==> src/rtl/fetch_ctrl.sv <==
`default_nettype none
// ============================================================================
//  Module      : fetch_ctrl
//  Description : Single-outstanding instruction fetch controller. Issues one
//                word-aligned request at a time, buffers the returned word for
//                decode, and handles branch/jump redirects by dropping any
//                in-flight or buffered instruction.
//  Revision    : 1.0 - initial release
// ============================================================================
module fetch_ctrl #(
  parameter logic [31:0] RESET_PC = 32'h0000_0000
) (
  input  logic        i_clk,
  input  logic        i_reset,
  // instruction memory request/response
  output logic        o_imem_req,
  output logic [31:0] o_imem_addr,
  input  logic        i_imem_gnt,
  input  logic        i_imem_rvalid,
  input  logic [31:0] i_imem_rdata,
  // decode side
  output logic        o_instr_valid,
  output logic [31:0] o_instr,
  output logic [31:0] o_instr_pc,
  input  logic        i_instr_ready,
  // redirect from execute
  input  logic        i_redirect,
  input  logic [31:0] i_redirect_pc,
  // status
  output logic        o_misaligned,
  output logic [31:0] o_fetch_count
);

  // FSM encoding
  localparam logic [2:0] c_IDLE = 3'd0;
  localparam logic [2:0] c_REQ  = 3'd1;
  localparam logic [2:0] c_WAIT = 3'd2;
  localparam logic [2:0] c_HOLD = 3'd3;
  localparam logic [2:0] c_DROP = 3'd4;

  logic [2:0]  state_q,      state_d;
  logic [31:0] pc_q,         pc_d;
  logic [31:0] instr_q,      instr_d;
  logic [31:0] instr_pc_q,   instr_pc_d;
  logic        misaligned_q, misaligned_d;
  logic [31:0] count_q,      count_d;

  // A redirect is only honoured once the FSM has left IDLE.
  logic w_redirect;
  assign w_redirect = i_redirect && (state_q != c_IDLE);

  // Next-state logic: redirect overrides every other event in the active states.
  always_comb begin
    state_d      = state_q;
    pc_d         = pc_q;
    instr_d      = instr_q;
    instr_pc_d   = instr_pc_q;
    misaligned_d = misaligned_q;
    count_d      = count_q;

    if (w_redirect) begin
      // Low address bits are cleared so the request stays word-aligned;
      // the sticky flag records that the target was not.
      pc_d = {i_redirect_pc[31:2], 2'b00};
      if (i_redirect_pc[1:0] != 2'b00) begin
        misaligned_d = 1'b1;
      end
    end

    case (state_q)
      c_IDLE: begin
        state_d = c_REQ;
      end
      c_REQ: begin
        // A granted request that was redirected still owes a response,
        // which must be swallowed in DROP.
        if (i_imem_gnt) begin
          state_d = w_redirect ? c_DROP : c_WAIT;
        end
      end
      c_WAIT: begin
        if (w_redirect) begin
          state_d = i_imem_rvalid ? c_REQ : c_DROP;
        end else if (i_imem_rvalid) begin
          instr_d    = i_imem_rdata;
          instr_pc_d = pc_q;
          pc_d       = pc_q + 32'd4;
          state_d    = c_HOLD;
        end
      end
      c_HOLD: begin
        if (w_redirect) begin
          state_d = c_REQ;
        end else if (i_instr_ready) begin
          count_d = count_q + 32'd1;
          state_d = c_REQ;
        end
      end
      c_DROP: begin
        if (i_imem_rvalid) begin
          state_d = c_REQ;
        end
      end
      default: begin
        state_d = c_IDLE;
      end
    endcase
  end

  // State registers with asynchronous reset.
  always_ff @(posedge i_clk or posedge i_reset) begin
    if (i_reset) begin
      state_q      <= c_IDLE;
      pc_q         <= RESET_PC;
      instr_q      <= 32'd0;
      instr_pc_q   <= 32'd0;
      misaligned_q <= 1'b0;
      count_q      <= 32'd0;
    end else begin
      state_q      <= state_d;
      pc_q         <= pc_d;
      instr_q      <= instr_d;
      instr_pc_q   <= instr_pc_d;
      misaligned_q <= misaligned_d;
      count_q      <= count_d;
    end
  end

  assign o_imem_req    = (state_q == c_REQ);
  assign o_imem_addr   = pc_q;
  assign o_instr_valid = (state_q == c_HOLD);
  assign o_instr       = instr_q;
  assign o_instr_pc    = instr_pc_q;
  assign o_misaligned  = misaligned_q;
  assign o_fetch_count = count_q;

endmodule
`default_nettype wire

==> config.mk <==
export PLATFORM = sky130hd
export DESIGN_NAME = fetch_ctrl
export DESIGN_NICKNAME = d
export VERILOG_FILES = /design/src/rtl/fetch_ctrl.sv
export SDC_FILE = /design/constraint.sdc
export NUM_CORES = 1
export LEC_CHECK = 0
export CORE_MARGIN = 2
export CORE_UTILIZATION = 51
export CTS_BUF_LIST = sky130_fd_sc_hd__clkbuf_8
export DETAILED_ROUTE_END_ITERATION = 6
export PLACE_DENSITY = 0.91
export SLEW_MARGIN = 20
export SYNTH_ARGS = -nofsm -noshare
export SYNTH_HDL_FRONTEND = slang
export SYNTH_SLANG_ARGS = --single-unit
==> constraint.sdc <==
create_clock -name i_clk -period 11.3 [get_ports i_clk]
set_input_delay 1.13 -clock i_clk [delete_from_list [all_inputs] [get_ports i_clk]]
set_output_delay 1.13 -clock i_clk [all_outputs]
set_load 0.1 [all_outputs]
==> results_dict.tcl <==
set metrics [dict create \
    status "completed" \
    track_usage 0.2737 \
    cts_root_buffer "clkbuf_8" \
    dpl.hpwl_microns 11630 \
    grt.overflow.total 0 \
    pre_cts_ws_ps 7381 \
    core_region_area_sq_mm 0.01137 \
    busiest_layer "met2" \
    grt_use_met2 0.4663 \
    synth-seq-cells 132 \
    path_cells "and3b_1 -> clkdlybuf4s50_1" \
    hold_ws_ps 481.4 \
    initial_core_util 0.5191 \
    clk_pin_slew_ps 80 \
    critPathMaxStageDelay_ps 1160 \
    setup_ws_ps 7570 \
    period_share 0.3301 \
    async_reset_ff_frac 1.000 \
    post-route-min-period_ps 3730 \
    drc 0 \
    cts_buffers 17 \
    tightest_slew_ps 1026 \
    io_pins 201 \
    diodes 0 \
    place.port_buffers 200 \
    endpoint_kind "primary output" \
    drt-total-wl_microns 16590 \
    synth_ff_type "dfrtp_1" \
    synth-edff-count 0 \
    crit_slowest_cell "clkdlybuf4s50_1" \
    syn_nets 694 \
    crit_path_start_kind "flop" \
    drive_above_1_share 0.06250 \
    cts_max_level 4 \
    synth_cell_types 53 \
    via_per_inst 5.398 \
    setup_violations 0 \
    synth_seq_area_share 0.5597 \
    first_iter_violations 264 \
    met3_usage 0.06206 \
    die_w_microns 111.6 \
    cts_tree "built" \
    num_rows 39 \
    drv_cap 0 \
    rsz0062_at_grt "no" \
    crit_fanout 14 \
    yosysWarnings 0 \
    seq_area_sq_mm 0.003303 \
    grt_max_degree 72 \
    numClockSinks 132 \
    slew_violations 0 \
    ant_nets 0 \
    skew_ps 15.32 \
    mappedNetlistArea_sq_mm 0.005902 \
    multi_input_area_sq_mm 0.002465 \
    routedWlPerCell_microns 17.01 \
    hold_class "flop to flop" \
    max_freq_mhz 268.1 \
    cts_setup_buffers 0 \
    met1_usage 0.3435 \
    die_y_microns 111.6 \
    die_area_sq_mm 0.01245 \
    clk_path_buf_depth 2 \
    finalSetupTns_ps 0 \
    final_cell_mix "nand2_1, clkdlybuf4s50_1, dfrtp_1, xor2_1, o21ai_0" \
    syn_avg_cell_area_sq_um 9.489 \
    netlist_instances 622 \
    dr.pass1.iters 5 \
    grt_first_pass_wirelength_microns 27360 \
    setup.worst_path.class "flop to primary output" \
    cp.required_ps 10170 \
    nNetsFinal 891 \
    cts_resized 0 \
    relSlewSlack 0.3135 \
    grt_pass1_vias 5608 \
    nFillCells 773 \
    vias 5263 \
    gp_congestion 0.8264 \
    clk_latency_ps 430 \
    antenna_found_initial 0 \
    area_growth_pct 43.46 \
    final_common_cell "nand2_1" \
    worstPathArrival_ps 2600 \
    hold_viol_final 0 \
    hold_buffers 0 \
]
[worst max-delay path, delay by kind of cell (launching register included)]
family / cells / cell delay (ps)
AND/OR/NAND/NOR: 1 / 320
flip-flops: 1 / 690
buffers and inverters: 1 / 1160
[registers in the layout, summed over array words and instances, names as in the netlist]
name and flops:
o_fetch_count 32, o_imem_addr 32, o_instr 32, state_q 3
o_misaligned 1, o_instr_pc 32
[metrics by stage]
stage / util / instances / area [sq um]
after floorplan: - / 622 / 5902
after global placement: 0.7031 / 943 / 7994
after detailed placement: 0.7031 / 943 / 7994
after CTS: 0.7439 / 975 / 8458
after global routing: 0.7447 / 975 / 8467
final: 0.7447 / 975 / 8467
[worst paths after layout]
check                                from              end  slack, ps  depth (start not counted)
hold / removal             o_instr_pc[13]   o_instr_pc[13]        480                          2
setup reg to reg               state_q[2]  o_imem_addr[31]       8390                          5
min in group asynchronous         i_reset      o_instr[21]       1170                          2
hold reg to reg            o_instr_pc[13]   o_instr_pc[13]        480                          2
setup / recovery               state_q[0]    o_instr_valid       7570                          2
max in group asynchronous         i_reset  o_imem_addr[24]       8890                          3
[synth_stat cells (2+ instances only)]
| cell | instances | area, sq um |
|---|---|---|
| a21oi_1 | 3 | 15.01 |
| a31oi_1 | 2 | 12.51 |
| a41o_1 | 2 | 20.02 |
| and2_1 | 3 | 18.77 |
| and3_1 | 9 | 56.30 |
| and3b_1 | 2 | 17.52 |
| and4_1 | 7 | 61.31 |
| buf_2 | 12 | 60.06 |
| buf_4 | 3 | 22.52 |
| clkbuf_1 | 9 | 33.78 |
| dfrtp_1 | 132 | 3303 |
| ha_1 | 2 | 25.02 |
| inv_1 | 5 | 18.77 |
| mux2i_1 | 2 | 20.02 |
| nand2_1 | 238 | 893.4 |
| nand2b_1 | 3 | 18.77 |
| nand3_1 | 17 | 85.08 |
| nand3_2 | 2 | 20.02 |
| nand4_1 | 21 | 131.4 |
| nor2_1 | 22 | 82.58 |
| nor3_1 | 12 | 60.06 |
| nor3b_1 | 2 | 15.01 |
| nor4_1 | 2 | 12.51 |
| nor4_4 | 2 | 42.54 |
| o21ai_0 | 27 | 135.1 |
| o22ai_1 | 3 | 18.77 |
| or3_1 | 2 | 12.51 |
| xnor2_1 | 23 | 201.4 |
| xor2_1 | 29 | 254.0 |
[cell type report]
class                   count  area share
well taps                 143     0.02113
multi-input cells         459      0.2911
clock buffers              19     0.03089
clock inverters            13     0.02394
flip-flops and latches    132      0.3901
repair buffers            204      0.2400
inverters                   5    0.002808
[per-layer routing]
layer | vias up | share of wire | routed length [microns]
met3 | 28 | 0.061 | 1015
met4 | 0 | 0.018 | 303
li1 | 2458 | - | -
met5 | - | 0 | 0
met2 | 224 | 0.50 | 8255
met1 | 2553 | 0.42 | 7015
[cell families (layout without fill, tap and decap cells)]
group | count (synthesis) | after routing | synth area share
DFF | 132 | 132 | 0.5597
xor gates and xnor gates | 52 | 52 | 0.07717
muxes | 3 | 3 | 0.005300
adders and majority gates | 2 | 2 | 0.004239
buffers and inverters | 31 | 241 | 0.02607
and+or+nand+nor | 357 | 357 | 0.2815
AOI/OAI and AO/OA | 45 | 45 | 0.04601
Power is not shown: default switching activity piles up to over one toggle a cycle in this logic, so the estimate is an artifact.
